`config.mk`:
```
export PLATFORM = sky130hd
export DESIGN_NAME = fetch_npc_unit_flat
export DESIGN_NICKNAME = d
export VERILOG_FILES = /design/src/rtl/fetch_npc_unit_if.sv /design/src/rtl/fetch_npc_unit.sv /design/src/flat_wrapper.sv
export SDC_FILE = /design/constraint.sdc
export NUM_CORES = 1
export LEC_CHECK = 0
export CORE_ASPECT_RATIO = 0.75
export CORE_MARGIN = 8
export CORE_UTILIZATION = 42
export CTS_CLUSTER_SIZE = 8
export DETAILED_ROUTE_END_ITERATION = 12
export HOLD_SLACK_MARGIN = 0.1
export PLACE_DENSITY = 0.84
export SLEW_MARGIN = 20
export SYNTH_ARGS = -nofsm -noshare
export SYNTH_HDL_FRONTEND = slang
export SYNTH_SLANG_ARGS = --single-unit
```
`constraint.sdc`:
```
create_clock -name clk -period 3.45 [get_ports clk]
set_input_delay 0.69 -clock clk [delete_from_list [all_inputs] [get_ports clk]]
set_output_delay 0.69 -clock clk [all_outputs]
set_load 0.03 [all_outputs]
```
`src/rtl/fetch_npc_unit_if.sv`:
```
// Instruction-memory fetch bus: request/ready handshake between the PC unit and imem.
interface fetch_npc_unit_if;
    logic        imem_req;
    logic [31:0] imem_addr;
    logic        imem_ready;
    logic [31:0] imem_rdata;

    modport master (output imem_req, output imem_addr, input imem_ready, input imem_rdata);
    modport slave  (input imem_req, input imem_addr, output imem_ready, output imem_rdata);
endinterface

```
`src/rtl/fetch_npc_unit.sv`:
```
// Program counter, instruction fetch handshake and next-PC resolution for the
// multicycle MIPS datapath; holds the fetched instruction until the datapath commits it.
module fetch_npc_unit #(
    parameter logic [31:0] RESET_PC     = 32'h0000_3000,
    parameter int unsigned IMEM_TIMEOUT = 16
) (
    input  logic               clk,
    input  logic               rst,
    fetch_npc_unit_if.master   imem,
    output logic [31:0]        instr,
    output logic               instr_valid,
    input  logic               commit,
    input  logic [5:0]         branch,
    input  logic [3:0]         j,
    input  logic               alu_zero,
    input  logic [31:0]        rs_val,
    output logic [31:0]        pc,
    output logic [31:0]        link_addr,
    output logic               err
);

    localparam int unsigned CNT_W = (IMEM_TIMEOUT > 1) ? $clog2(IMEM_TIMEOUT) : 1;

    typedef enum logic [1:0] {
        FETCH = 2'd0,
        EXEC  = 2'd1,
        HALT  = 2'd2
    } state_t;

    state_t             state;
    logic               req;
    logic [CNT_W-1:0]   cnt;

    logic [31:0] p4;
    logic [31:0] btgt;
    logic [31:0] jtgt;
    logic [31:0] npc;
    logic        rs_gtz;
    logic        regimm_taken;
    logic        br_taken;
    logic        timeout_hit;

    // Next-PC resolution; jr/jalr beat jump/jal, which beat any taken branch.
    always_comb begin
        p4   = pc + 32'd4;
        btgt = p4 + {{14{instr[15]}}, instr[15:0], 2'b00};
        jtgt = {p4[31:28], instr[25:0], 2'b00};

        rs_gtz = !rs_val[31] && (rs_val != 32'd0);
        // bgez and bltz share an opcode; rt bit 0 (instr[16]) selects which one.
        regimm_taken = (branch[3] | branch[0]) && (instr[16] ? !rs_val[31] : rs_val[31]);
        br_taken = (branch[5] && alu_zero)
                || (branch[4] && !alu_zero)
                || (branch[2] && rs_gtz)
                || (branch[1] && !rs_gtz)
                || regimm_taken;

        npc = p4;
        if (j[1] | j[0]) begin
            npc = rs_val;
        end else if (j[3] | j[2]) begin
            npc = jtgt;
        end else if (br_taken) begin
            npc = btgt;
        end
    end

    assign timeout_hit = (IMEM_TIMEOUT != 0) && ((32'(cnt) + 32'd1) == IMEM_TIMEOUT);

    assign link_addr       = p4;
    assign imem.imem_req   = req;
    assign imem.imem_addr  = pc;

    always_ff @(posedge clk or posedge rst) begin
        if (rst) begin
            state       <= FETCH;
            pc          <= RESET_PC;
            req         <= 1'b0;
            cnt         <= '0;
            instr       <= '0;
            instr_valid <= 1'b0;
            err         <= 1'b0;
        end else begin
            case (state)
                FETCH: begin
                    // A ready seen before the request is up (just out of reset) is ignored.
                    if (!req) begin
                        req <= 1'b1;
                    end else if (imem.imem_ready) begin
                        instr       <= imem.imem_rdata;
                        instr_valid <= 1'b1;
                        req         <= 1'b0;
                        cnt         <= '0;
                        state       <= EXEC;
                    end else if (timeout_hit) begin
                        err   <= 1'b1;
                        req   <= 1'b0;
                        cnt   <= '0;
                        state <= HALT;
                    end else begin
                        cnt <= cnt + CNT_W'(1);
                    end
                end
                EXEC: begin
                    if (commit) begin
                        if (npc[1:0] != 2'b00) begin
                            err   <= 1'b1;
                            state <= HALT;
                        end else begin
                            pc          <= npc;
                            instr_valid <= 1'b0;
                            req         <= 1'b1;
                            state       <= FETCH;
                        end
                    end
                end
                HALT: begin
                    state <= HALT;
                end
                default: begin
                    state <= HALT;
                end
            endcase
        end
    end

endmodule

```
`src/flat_wrapper.sv`:
```
// flat-port wrapper written by rule: the top's interface ports become plain ports
module fetch_npc_unit_flat 
#(
    parameter logic [31:0] RESET_PC     = 32'h0000_3000,
    parameter int unsigned IMEM_TIMEOUT = 16
)
  (clk, rst, instr, instr_valid, commit, branch, j, alu_zero, rs_val, pc, link_addr, err, imem_imem_req, imem_imem_addr, imem_imem_ready, imem_imem_rdata);
  fetch_npc_unit_if imem_i ();
  input  logic clk;
  input  logic rst;
  output logic [31:0] instr;
  output logic instr_valid;
  input  logic commit;
  input  logic [5:0] branch;
  input  logic [3:0] j;
  input  logic alu_zero;
  input  logic [31:0] rs_val;
  output logic [31:0] pc;
  output logic [31:0] link_addr;
  output logic err;
  output wire logic [$bits(imem_i.imem_req)-1:0] imem_imem_req;
  output wire logic [$bits(imem_i.imem_addr)-1:0] imem_imem_addr;
  input wire logic [$bits(imem_i.imem_ready)-1:0] imem_imem_ready;
  input wire logic [$bits(imem_i.imem_rdata)-1:0] imem_imem_rdata;
  assign imem_imem_req = imem_i.imem_req;
  assign imem_imem_addr = imem_i.imem_addr;
  assign imem_i.imem_ready = imem_imem_ready;
  assign imem_i.imem_rdata = imem_imem_rdata;
  fetch_npc_unit #(.RESET_PC(RESET_PC), .IMEM_TIMEOUT(IMEM_TIMEOUT)) u_core (.clk(clk), .rst(rst), .imem(imem_i), .instr(instr), .instr_valid(instr_valid), .commit(commit), .branch(branch), .j(j), .alu_zero(alu_zero), .rs_val(rs_val), .pc(pc), .link_addr(link_addr), .err(err));
endmodule
```
==> results of run 1 <==
[flip-flops by register name, summed over array words and instances (netlist names)]
name,flops
u_core.cnt,4
u_core.imem.imem_req,1
u_core.err,1
u_core.imem.imem_addr,32
u_core.state,2
u_core.instr,32
u_core.instr_valid,1
[area by class of cell]
class | instances | area, um^2 | share of cell area (%)
Multi-Input combinational cell | 542 | 4368 | 43.85
Sequential cell | 73 | 1843 | 18.50
Inverter | 17 | 68.82 | 0.6908
Clock buffer | 10 | 239.0 | 2.399
Clock inverter | 6 | 97.59 | 0.9797
Tap cell | 200 | 250.2 | 2.512
Timing Repair Buffer | 330 | 3095 | 31.07
[logic make-up after synthesis]
group	share of synthesized area, %
xor gates and xnor gates	7.520
buffers and inverters	7.886
DFF	29.72
AOI/OAI and AO/OA	22.13
and+or+nand+nor	16.38
adders and majority gates	7.845
muxes	8.516
[per-stage QoR]
step	worst slack [ps]	utilization, %	std cells
3_5_place_dp	-293.7	63.52	1150
5_1_grt	-181.5	69.15	1178
4_1_cts	-62.62	66.03	1167
3_3_place_gp	-125.9	63.52	1150
2_1_floorplan	-279.0	-	695
6_report	-32.39	69.15	1178
[synthesized netlist by cell type, types with 11 or more instances]
| master | number | area, um^2 |
|---|---|---|
| o21ai_1 | 23 | 115.1 |
| a21o_1 | 21 | 157.7 |
| ha_1 | 37 | 462.9 |
| nand2_1 | 39 | 146.4 |
| a211oi_1 | 22 | 165.2 |
| a21oi_1 | 63 | 315.3 |
| and3_1 | 19 | 118.9 |
| clkbuf_1 | 17 | 63.81 |
| inv_1 | 15 | 56.30 |
| xnor2_1 | 30 | 262.8 |
| nand4_1 | 11 | 68.82 |
| xor2_1 | 21 | 183.9 |
| buf_4 | 36 | 270.3 |
| o21ai_0 | 25 | 125.1 |
| nor2_1 | 54 | 202.7 |
| mux2_2 | 33 | 371.6 |
| nand3_1 | 17 | 85.08 |
| mux2i_1 | 13 | 130.1 |
| dfrtp_1 | 71 | 1777 |
[where the power goes]
| part | switching (mW) | internal [mW] |
|---|---|---|
| sequential | 0.491 | 1.26 |
| combinational | 4.88 | 4.12 |
| clock | 0.425 | 0.666 |
| total | 5.79 | 6.04 |
[per-layer routing]
metal	wire (um)	vias to the layer above	part of all wire, %
met2	11220	430	45
met5	0	-	0
li1	-	3094	-
met4	509	0	2.0
met1	10420	3217	42
met3	2849	41	11
[final timing paths]
path	endpoint	slack, ps
min reg2reg	u_core.cnt[2]$_DFFE_PP0P_	490
min in group asynchronous	u_core.instr[28]$_DFFE_PP0P_	740
min	u_core.cnt[2]$_DFFE_PP0P_	490
max	u_core.imem.imem_addr[26]$_DFFE_PP0P_	-30
max reg2reg	u_core.imem.imem_addr[26]$_DFFE_PP0P_	-30
max in group asynchronous	u_core.imem.imem_addr[12]$_DFFE_PP1P_	2060
[what timing repair did]
| action | in CTS | in global routing |
|---|---|---|
| pin swaps | 2 | 58 |
| resized for setup | 16 | 61 |
| endpoints found under the setup margin | 14 | 17 |
| buffers inserted | 1 | 13 |
==> impl_metrics.tcl, run 1 <==
set metrics [dict create \
    status "finished, violations left" \
    violations "negative setup slack" \
    arrival_ps 3700 \
    crit_path_start "u_core.imem.imem_addr[2]$_DFFE_PP0P_" \
    numCtsBuffers 9 \
    ys_seq_area_share_pct 29.72 \
    syn_avg_cell_area_um2 8.857 \
    root_buffer "clkbuf_16" \
    synth_ff_type "dfrtp_1" \
    end_kind "register" \
    fp.dieW_um 155.8 \
    slew-limit-headroom_pct 46.89 \
    ir_drop_v 0.0006025 \
    dp_hpwl_mm 19.13 \
    drtIter0Drc 696 \
    cts_max_level 3 \
    min_period_ps 3482 \
    rsz0062_at_grt "true" \
    finalCritPeriodShare_pct 100.9 \
    grtUsageMet1_pct 33.61 \
    start_util_pct 42.73 \
    top_level_ports 210 \
    grt_use_met3_pct 8.128 \
    final_nets 1090 \
    critPathLaunchType "register" \
    grt.busiest_layer "met2" \
    fmax_mhz 287.2 \
    hold_slack_ps 489.7 \
    tightest_slew_ps 796.6 \
    finalHoldViolCount 0 \
    min_from "u_core.cnt[2]$_DFFE_PP0P_" \
    cts_sinks 73 \
    cp.depth 14 \
    cpPeakStageDelay_ps 440 \
    first_pass_iters 5 \
    holdPathStages 1 \
    postPlaceCellArea_um2 9151 \
    critPathSlowestCell "or3_4" \
    synth_area_um2 6156 \
    drt_wl_total_mm 25.00 \
    synth_seq_cells 73 \
    die_h_um 120.8 \
    grt.total_usage_pct 25.28 \
    portBuffers 209 \
    clock_latency_ps 340 \
    drv_cap 0 \
    drv_slew 0 \
    synth_edf_count 0 \
    cts_tree "yes" \
    r2r-start "u_core.imem.imem_addr[2]$_DFFE_PP0P_" \
    cpMostUsedCell "buf_4" \
    fp-row-count 38 \
    use_met2_pct 38.87 \
    r2r_cells 14 \
    setup_tns_ps -64.55 \
    num_vias 6782 \
    fin_area_um2 9962 \
    wire_per_inst_um 21.22 \
    overflow 0 \
    syn_to_final_growth_pct 61.83 \
    route.detailed.drc 0 \
    fill_cells 1058 \
    cp_top_family "compound AO/OA/AOI/OAI gates" \
    antenna-diode-count 0 \
    layout-drive-gt1-share_pct 28.22 \
    syn_inst 695 \
    yosysWarnings 0 \
    place.gp.congestion 0.9988 \
    syn_nets 812 \
    hold_class "register to register" \
    worstSetupPathType "register to register" \
    async_flop_share_pct 100.0 \
    cts.path.max_buffers 2 \
    core_area_um2 14410 \
    fp.dieArea_um2 18830 \
    critPathMaxFanout 4 \
    grt_max_degree 40 \
    p_leak_nw 4.328 \
    clk_pin_slew_ps 70 \
    path_buf_inv 2 \
    grt_pass1_wl_mm 37.54 \
    crit_chain "nand3_2 > or3_4 > nor2_4 > buf_4 > nand2_1 > xnor2_2 > ha_1 > a211o_1 > o31ai_2 > o21ai_2 > buf_4 > xor2_1 > a211oi_1 > o31ai_1" \
    required_ps 3660 \
    hold_buffers 0 \
    power_density_nw_per_um2 1188 \
    final-setup-viol-count 2 \
    ant_nets 0 \
    fin_skew_ps 6.436 \
    layout_common_cells "clkdlybuf4s50_1, buf_4, dfrtp_1, a21oi_1, nor2_1" \
    finalPower_mw 11.84 \
    synth.distinct_cells 71 \
    antenna_found_initial 0 \
    vias_per_cell 5.757 \
    worst_slack_ps -32.39 \
    grt_pass1_vias 6736 \
    layout_commonest_cell "clkdlybuf4s50_1" \
]
Note: power is estimated with default switching activity, not from simulation.
==> run 2, diff against run 1 <==
--- a/config.mk
+++ b/config.mk
@@ -7,11 +7,11 @@
 export LEC_CHECK = 0
 export CORE_ASPECT_RATIO = 0.75
 export CORE_MARGIN = 8
-export CORE_UTILIZATION = 42
+export CORE_UTILIZATION = 47
 export CTS_CLUSTER_SIZE = 8
 export DETAILED_ROUTE_END_ITERATION = 12
 export HOLD_SLACK_MARGIN = 0.1
-export PLACE_DENSITY = 0.84
+export PLACE_DENSITY = 0.88
 export SLEW_MARGIN = 20
 export SYNTH_ARGS = -nofsm -noshare
 export SYNTH_HDL_FRONTEND = slang
==> constraint.sdc (replaced) <==
create_clock -name clk -period 3.95 [get_ports clk]
set_input_delay 0.79 -clock clk [delete_from_list [all_inputs] [get_ports clk]]
set_output_delay 0.79 -clock clk [all_outputs]
set_load 0.03 [all_outputs]
==> run 2 against run 1 <==
The flow now finishes without violations. Largest power group unchanged. Via count is 5.8% lower. Clock skew grew 0.72 ps. Register-to-register slack better by 240 ps. Core utilization decreased by 0.47 points. Combinational power is 27% lower. Global-route usage is 0.65 points higher. Critical endpoint is now link_addr[28]. Die area is 9.4% lower. Cell area down 11%. Sequential power fell by 14%. Non-clock buffer count shrank 74. Critical path type is now register to output pin.
==> impl_metrics.tcl, run 2 (synthesis gave the netlist of run 1 again) <==
set metrics [dict create \
    arrival_ps 3050 \
    worstSetupPathType "register to output pin" \
    fp.dieArea_um2 17050 \
    antenna-diode-count 0 \
    min_from "u_core.err$_DFFE_PP0P_" \
    grt_max_degree 39 \
    num_vias 6388 \
    finalCritPeriodShare_pct 97.09 \
    setup_tns_ps 0 \
    critPathLaunchType "register" \
    path_buf_inv 1 \
    ant_nets 0 \
    wire_per_inst_um 21.57 \
    r2r-start "u_core.imem.imem_addr[12]$_DFFE_PP1P_" \
    vias_per_cell 5.942 \
    crit_path_start "u_core.imem.imem_addr[12]$_DFFE_PP1P_" \
    ir_drop_v 0.0005470 \
    slew-limit-headroom_pct 47.76 \
    final-setup-viol-count 0 \
    grt_pass1_wl_mm 34.74 \
    final_nets 1016 \
    grt.total_usage_pct 25.93 \
    layout-drive-gt1-share_pct 16.37 \
    die_h_um 115.1 \
    fp.dieW_um 148.2 \
    route.detailed.drc 0 \
    grt_pass1_vias 6018 \
    final_cells 1075 \
    layout_common_cells "clkdlybuf4s50_1, dfrtp_1, a21oi_1, nor2_1, buf_4" \
    critPathMaxFanout 8 \
    clk_pin_slew_ps 60 \
    cts_max_level 3 \
    fin_util_pct 68.68 \
    min_period_ps 3835 \
    dp_cells 1054 \
    crit_chain "and4_1 > nand4_1 > nand2b_2 > nor2_1 > xor2_1 > clkdlybuf4s50_1" \
    fp-row-count 36 \
    root_buffer "clkbuf_16" \
    drt_wl_total_mm 23.18 \
    status "finished clean" \
    overflow 0 \
    cpPeakStageDelay_ps 750 \
    top_level_ports 210 \
    end_kind "output pin" \
    portBuffers 209 \
    fmax_mhz 260.8 \
    layout_commonest_cell "clkdlybuf4s50_1" \
    critPathSlowestCell "clkdlybuf4s50_1" \
    core_area_um2 12880 \
    required_ps 3160 \
    p_leak_nw 3.797 \
    cts_tree "yes" \
    start_util_pct 47.79 \
    dp_hpwl_mm 17.96 \
    cts.path.max_buffers 2 \
    power_density_nw_per_um2 1013 \
    drv_cap 0 \
    rsz0062_at_grt "true" \
    clock_latency_ps 340 \
    place.gp.congestion 1.016 \
    antenna_found_initial 0 \
    drtIter0Drc 662 \
    fin_skew_ps 7.161 \
    cp_top_family "simple AND/OR/NAND/NOR gates" \
    numCtsBuffers 9 \
    first_pass_iters 5 \
    hold_class "register to register" \
    drv_slew 0 \
    syn_to_final_growth_pct 43.72 \
    finalHoldViolCount 0 \
    cts_sinks 73 \
    tightest_slew_ps 783.6 \
]
-- run 2: cell count changes in the layout (fill, tap and decap cells not counted), sizes merged --
cell           delta
clkinvlp          +1
buf              -74
dlymetal6s2s      -1
clkbuf            -1
inv               -3
bufinv            -1
clkinv            +4
dlygate4sd2      -10
clkdlybuf4s50    +11
-- run 2: worst paths after layout --
check | end | slack (ps) | depth (start not counted)
max reg2reg | u_core.imem.imem_addr[25]$_DFFE_PP0P_ | 210 | 14
max in group asynchronous | u_core.instr[17]$_DFFE_PP0P_ | 2340 | 3
max | link_addr[28] | 110 | 6
min | u_core.err$_DFFE_PP0P_ | 480 | 2
min in group asynchronous | u_core.instr[29]$_DFFE_PP0P_ | 850 | 2
min reg2reg | u_core.err$_DFFE_PP0P_ | 480 | 2
-- run 2: per-stage QoR --
stage	area (um^2)	worst slack (ps)	total power [mW]	hold slack [ps]
floorplan	6221	-105.9	5.783	443.5
global placement	8437	158.6	7.798	456.3
detailed placement	8437	89.49	7.865	471.2
CTS	8732	49.25	8.765	487.0
global route	8847	-51.02	9.495	504.3
finish	8847	114.9	8.964	479.2
-- run 2: metal layers --
| metal | wire (um) | share of wire [%] | GRT usage (%) |
|---|---|---|---|
| met2 | 10440 | 45 | 41.34 |
| met1 | 9857 | 43 | 34.65 |
| met5 | 0 | 0 | 0 |
| met3 | 2547 | 11 | 6.960 |
| met4 | 343 | 1.5 | 5.488 |
-- run 2: area by class of cell --
class,instances,area [um^2]
Fill cell,1055,4035
Tap cell,171,214.0
Inverter,17,70.07
Timing Repair Buffer,256,2447
Clock buffer,9,225.2
Multi-Input combinational cell,542,3986
Clock inverter,7,70.07
Sequential cell,73,1834
-- run 2: power by group --
group | switching (mW) | internal [mW] | total, mW | leakage, nW
Combinational | 3.78 | 2.83 | 6.61 | 2.77
Sequential | 0.417 | 1.10 | 1.51 | 0.879
Clock | 0.351 | 0.489 | 0.840 | 0.146
-- run 2: repair_timing --
item / 4_1_cts / 5_1_grt
hold buffers: 0 / 0
setup buffers: 0 / 5
gates resized for setup: 0 / 17
endpoints found under the setup margin: 0 / 14
-- run 2: tightest hold or removal path, delay by kind of cell, from the launching register on --
family | cells | cell delay, ps
flip-flops | 1 | 350
AO/OA/AOI/OAI | 1 | 50
buffers and inverters | 1 | 40
